<file path="src/rtl/msg_rx_parser_pkg.sv">
// Master command message definitions shared by the slave RX/TX paths.
// Marker/flag byte values, parser state encoding and error causes.
package msg_rx_parser_pkg;

  localparam logic [7:0] MARKER_MASTER            = 8'hC5;
  localparam logic [7:0] FLAG_TIME_MARK           = 8'h54;
  localparam logic [7:0] FLAG_STATUS_REQUEST      = 8'h53;
  localparam logic [7:0] FLAG_DATA_PACKET_REQUEST = 8'h44;

  localparam int MSG_LEN_DEFAULT = 4;

  localparam logic [1:0] ERR_FLAG = 2'd1;
  localparam logic [1:0] ERR_PAD  = 2'd2;
  localparam logic [1:0] ERR_TMO  = 2'd3;

  typedef enum logic [1:0] {
    ST_IDLE,
    ST_FLAG,
    ST_PAD,
    ST_DONE
  } rx_state_t;

  function automatic logic is_flag(input logic [7:0] b);
    return (b == FLAG_TIME_MARK) ||
           (b == FLAG_STATUS_REQUEST) ||
           (b == FLAG_DATA_PACKET_REQUEST);
  endfunction

endpackage

</file>
<file path="src/rtl/msg_rx_parser_tmo.sv">
// Loadable inactivity counter; expire pulses in the cycle
// whose edge would bring the count to LIMIT-1.
module rx_timeout_cntr #(
  parameter int LIMIT = 1024,
  localparam int W = $clog2(LIMIT) + 1
) (
  input  logic         clk,
  input  logic         rst_n,
  input  logic         en,
  input  logic         clr,
  input  logic         load,
  input  logic [W-1:0] load_val,
  output logic         expire
);

  logic [W-1:0] cnt;

  always_ff @(posedge clk or negedge rst_n) begin
    if (!rst_n) begin
      cnt <= '0;
    end else if (clr) begin
      cnt <= '0;
    end else if (load) begin
      cnt <= load_val;
    end else if (en && cnt != W'(LIMIT - 1)) begin
      cnt <= cnt + W'(1);
    end
  end

  assign expire = en && !clr && !load &&
                  (cnt == W'(LIMIT - 2));

endmodule

</file>
<file path="src/rtl/msg_rx_parser.sv">
// Slave-side parser for master TM/SR/DPR command messages.
// Frames marker, flag and pad bytes; pulses per type or error.
module msg_rx_parser
  import msg_rx_parser_pkg::*;
#(
  parameter int MSG_LEN     = MSG_LEN_DEFAULT,
  parameter int TIMEOUT_CYC = 1024,
  parameter int STRICT_PAD  = 1
) (
  input  logic       clk,
  input  logic       rst_n,
  input  logic [7:0] d,
  input  logic       d_rdy,
  output logic       tm_rcvd,
  output logic       sr_rcvd,
  output logic       dpr_rcvd,
  output logic       msg_err,
  output logic [1:0] err_code,
  output logic       busy
);

  localparam int BCW = $clog2(MSG_LEN) + 1;
  localparam int TW  = $clog2(TIMEOUT_CYC) + 1;

  rx_state_t      state;
  logic [BCW-1:0] bcnt;
  logic [7:0]     flag_q;
  logic           tmo_expire;

  rx_timeout_cntr #(
    .LIMIT(TIMEOUT_CYC)
  ) u_tmo (
    .clk      (clk),
    .rst_n    (rst_n),
    .en       (busy),
    .clr      (d_rdy),
    .load     (1'b0),
    .load_val ({TW{1'b0}}),
    .expire   (tmo_expire)
  );

  always_ff @(posedge clk or negedge rst_n) begin
    if (!rst_n) begin
      state    <= ST_IDLE;
      bcnt     <= '0;
      flag_q   <= '0;
      err_code <= '0;
      tm_rcvd  <= 1'b0;
      sr_rcvd  <= 1'b0;
      dpr_rcvd <= 1'b0;
      msg_err  <= 1'b0;
      busy     <= 1'b0;
    end else begin
      tm_rcvd  <= 1'b0;
      sr_rcvd  <= 1'b0;
      dpr_rcvd <= 1'b0;
      msg_err  <= 1'b0;
      unique case (state)
        // DONE accepts a new marker so back-to-back frames survive
        ST_IDLE, ST_DONE: begin
          state <= ST_IDLE;
          busy  <= 1'b0;
          if (d_rdy && d == MARKER_MASTER) begin
            state <= ST_FLAG;
            busy  <= 1'b1;
          end
        end
        ST_FLAG: begin
          if (d_rdy && is_flag(d)) begin
            flag_q <= d;
            if (MSG_LEN == 2) begin
              state    <= ST_DONE;
              busy     <= 1'b0;
              tm_rcvd  <= (d == FLAG_TIME_MARK);
              sr_rcvd  <= (d == FLAG_STATUS_REQUEST);
              dpr_rcvd <= (d == FLAG_DATA_PACKET_REQUEST);
            end else begin
              bcnt  <= BCW'(MSG_LEN - 2);
              state <= ST_PAD;
            end
          end else if (d_rdy || tmo_expire) begin
            state    <= ST_IDLE;
            busy     <= 1'b0;
            msg_err  <= 1'b1;
            err_code <= d_rdy ? ERR_FLAG : ERR_TMO;
          end
        end
        ST_PAD: begin
          if (d_rdy && STRICT_PAD != 0 && d != 8'h00) begin
            state    <= ST_IDLE;
            busy     <= 1'b0;
            msg_err  <= 1'b1;
            err_code <= ERR_PAD;
          end else if (d_rdy) begin
            bcnt <= bcnt - BCW'(1);
            if (bcnt == BCW'(1)) begin
              state    <= ST_DONE;
              busy     <= 1'b0;
              tm_rcvd  <= (flag_q == FLAG_TIME_MARK);
              sr_rcvd  <= (flag_q == FLAG_STATUS_REQUEST);
              dpr_rcvd <= (flag_q == FLAG_DATA_PACKET_REQUEST);
            end
          end else if (tmo_expire) begin
            state    <= ST_IDLE;
            busy     <= 1'b0;
            msg_err  <= 1'b1;
            err_code <= ERR_TMO;
          end
        end
        default: begin
          state <= ST_IDLE;
          busy  <= 1'b0;
        end
      endcase
    end
  end

endmodule

</file>
<file path="config.mk">
export PLATFORM = sky130hd
export DESIGN_NAME = msg_rx_parser
export DESIGN_NICKNAME = d
export VERILOG_FILES = /design/src/rtl/msg_rx_parser_pkg.sv /design/src/rtl/msg_rx_parser_tmo.sv /design/src/rtl/msg_rx_parser.sv
export SDC_FILE = /design/constraint.sdc
export NUM_CORES = 1
export LEC_CHECK = 0
export ABC_AREA = 0
export BUFFER_PORTS_ARGS = -buffer_cell sky130_fd_sc_hd__buf_4
export CORE_ASPECT_RATIO = 1.25
export CORE_MARGIN = 2
export CORE_UTILIZATION = 53
export DETAILED_ROUTE_END_ITERATION = 16
export GPL_ROUTABILITY_DRIVEN = 0
export PLACE_DENSITY = 0.75
export SLEW_MARGIN = 20
export SYNTH_ARGS = -nofsm -noshare
export SYNTH_HDL_FRONTEND = slang
export SYNTH_SLANG_ARGS = --single-unit
</file>
<file path="constraint.sdc">
create_clock -name clk -period 1.52 [get_ports clk]
set_input_delay 0.076 -clock clk [delete_from_list [all_inputs] [get_ports clk]]
set_output_delay 0.076 -clock clk [all_outputs]
set_load 0.01 [all_outputs]
</file>
==> impl_metrics.tcl <==
set metrics [dict create \
    vias 1583 \
    async_flop_share 1.000 \
    yosys.area.top_type "dfrtp_1" \
    post-dp-hpwl_um 3119 \
    ios 18 \
    synth_edf_count 0 \
    slew_headroom 0.6923 \
    instances_no_fill 257 \
    areaGrowthSynthToFinish_pct 30.17 \
    cp_max_fo 4 \
    fp.coreArea_mm2 0.003453 \
    fin_crit_ns 1.569 \
    cp.required_ns 1.72 \
    worst_pin_slew_ns 0.4581 \
    wl_um 4559 \
    drv_slew 0 \
    syn-num-nets 188 \
    grt_setup_unrepaired "true" \
    cpPeakStageDelay_ns 0.41 \
    path_cells "inv_2, ha_4, nand2_4, nor4_4, buf_4, o211ai_4, a211oi_2" \
    violations "negative setup slack" \
    antenna_found_initial 0 \
    clkTransAtPathRegs_ns 0.06 \
    synth-seq-cells 31 \
    drcViolationCount 0 \
    final_util 0.7098 \
    power_density_mw_per_mm2 640.6 \
    drive_gt1_frac 0.4312 \
    critPathArrivalTime_ns 1.77 \
    min_path_type "in2reg" \
    die_height_um 70.64 \
    grt_pass1_vias 1563 \
    fin_ws_ns -0.04903 \
    cap_viol_max_count 0 \
    finClkSkew_ns 0.007392 \
    root_buffer "clkbuf_8" \
    nets 234 \
    clock_latency_ns 0.29 \
    cts_tree "yes" \
    setup_viol 4 \
    overflow 0 \
    start_util 0.5453 \
    ir_drop_v 0.0005353 \
    synth.area.top_cells "dfrtp_1 (41%), ha_1 (4.0%), nor4_4 (3.4%)" \
    fmax_mhz 637.3 \
    cts_max_level 2 \
    grt_usage 0.2287 \
    final.period_utilization 1.032 \
    routed_via_density 6.160 \
    crit_slowest_cell "dfrtp_1" \
    netlist_area_mm2 0.001883 \
    diodes 0 \
    outcome "finished, violations left" \
    post-place-cells 237 \
    die-area_mm2 0.004049 \
    grt_pass1_wl_um 7189 \
    numCtsBuffers 5 \
    path_class "reg2reg" \
    cts.sinks 31 \
    seq_area_frac_synth 0.4120 \
    synth_ff_type "dfrtp_1" \
    synthCells 171 \
    dieWidth_um 57.32 \
    postSynthAreaPerCell_um2 11.01 \
    ys_warn_count 0 \
    drt_iter0_markers 47 \
    wl_per_cell_um 17.74 \
    io_buffers 17 \
    ys_types 67 \
    ctsLongestPathBuffers 2 \
    cp-start-kind "flop" \
    power.leakage_nw 1.094 \
    rows 24 \
    grt_max_degree 32 \
    finalHoldViolations 0 \
    ant_nets 0 \
    cp-end-kind "flop" \
    yosysTopAreaCellShare 0.4120 \
    drt-pass1-iter-count 5 \
]
Yosys cell counts, types with 2 or more instances:
library cell	count
mux2_4	3
nor3_1	10
and4_1	3
nor2_1	12
inv_1	13
nor4_1	2
nor4_4	3
nand4_1	4
o21ai_0	2
dfrtp_1	31
buf_2	2
nor4b_1	2
and2_1	6
nor2b_1	2
a2bb2oi_1	2
o31ai_1	2
ha_1	6
a21oi_1	5
nand2_1	12
nand4_4	2
cells in the final DEF, fill, tap and decap left out, types with 2 or more instances in the layout:
master / n
ha_4: 3
nor4_2: 2
o31ai_1: 2
nand4_1: 4
nand2_1: 11
nand4_4: 3
nor2_1: 11
dfrtp_1: 26
mux2_4: 3
ha_1: 2
and4_1: 3
nor3_1: 9
inv_1: 10
clkbuf_8: 5
buf_4: 43
dfrtp_2: 5
and2_1: 6
nor4_4: 4
a21oi_1: 5
o21ai_0: 2
nor2b_1: 2
inv_2: 2
a2bb2oi_2: 2
nor4b_4: 2
clkbuf_1: 2
cell families after synthesis:
family          share of synthesized area
xor+xnor                         0.009304
mux                               0.02392
simple gates                       0.2944
compound gates                     0.1787
flops                              0.4120
buf+inv                           0.04186
fa+ha+maj                         0.03987
state kept, by name (all words and copies together) (netlist names):
signal,flops
sr_rcvd,1
busy,1
flag_q,8
msg_err,1
u_tmo.cnt,11
state,2
dpr_rcvd,1
bcnt,3
tm_rcvd,1
err_code,2
layout make-up:
class                           instances  area (um2)
Clock inverter                          1       5.005
Sequential cell                        31       782.0
Timing Repair Buffer                   44       332.8
Inverter                               13       51.30
Clock buffer                            7       76.32
Fill cell                             254        1002
Multi-Input combinational cell        122        1155
Tap cell                               39       48.80
final timing paths:
| kind | start | endpoint | slack [ns] | cells past startpoint |
|---|---|---|---|---|
| max | u_tmo.cnt[0] | err_code[0] | -0.05 | 7 |
| min | d[4] | flag_q[4] | 0.07 | 3 |
| max reg2reg | u_tmo.cnt[0] | err_code[0] | -0.05 | 7 |
| min reg2reg | flag_q[4] | dpr_rcvd | 0.44 | 1 |
| max in group asynchronous | rst_n | u_tmo.cnt[8] | 0.95 | 2 |
| min in group asynchronous | rst_n | err_code[1] | 0.26 | 2 |
worst max-delay path, delay by kind of cell (launching register included):
kind / cells / cell delay (ns)
compound gates: 2 / 0.26
simple gates: 2 / 0.37
buf+inv: 2 / 0.29
flops: 1 / 0.41
fa+ha+maj: 1 / 0.14
per-layer routing:
metal / share of wire / GRT usage / routed length (um) / vias to the layer above
met2: 0.56 / 0.4215 / 2554 / 47
met3: 0.039 / 0.05302 / 178 / 12
li1: - / - / - / 740
met4: 0.018 / 0.08269 / 82 / 0
met5: 0 / 0 / 0 / -
met1: 0.38 / 0.2515 / 1742 / 784
through the flow:
stage               TNS [ns]  power (W)  worst slack, ns  hold WS [ns]  instance area, um2
floorplan                  0  0.0008842          0.04478       -0.2196                1887
global placement           0  0.0009529          0.01264       0.02308                2146
detailed placement   -0.3220  0.0009554         -0.09472       0.02735                2146
CTS                  -0.1047   0.001571         -0.03392       0.06260                2266
global route         -0.5741   0.001621          -0.1277       0.08020                2451
finish               -0.1367   0.001570         -0.04903       0.07030                2451
where the power goes:
group | internal [W] | switching (W)
combinational | 0.0000464 | 0.0000686
sequential | 0.000830 | 0.00000454
clock | 0.000320 | 0.000300
repair_timing:
| item | CTS | global route |
|---|---|---|
| pin swaps | 2 | 13 |
| cloned | 0 | 0 |
| setup buffers | 2 | 9 |
| setup endpoints to repair | 12 | 23 |
| hold buffers | 1 | 0 |
| endpoints found under the hold margin | 31 | 0 |
| gates resized for setup | 3 | 28 |
(Power assumes the default switching activity.)
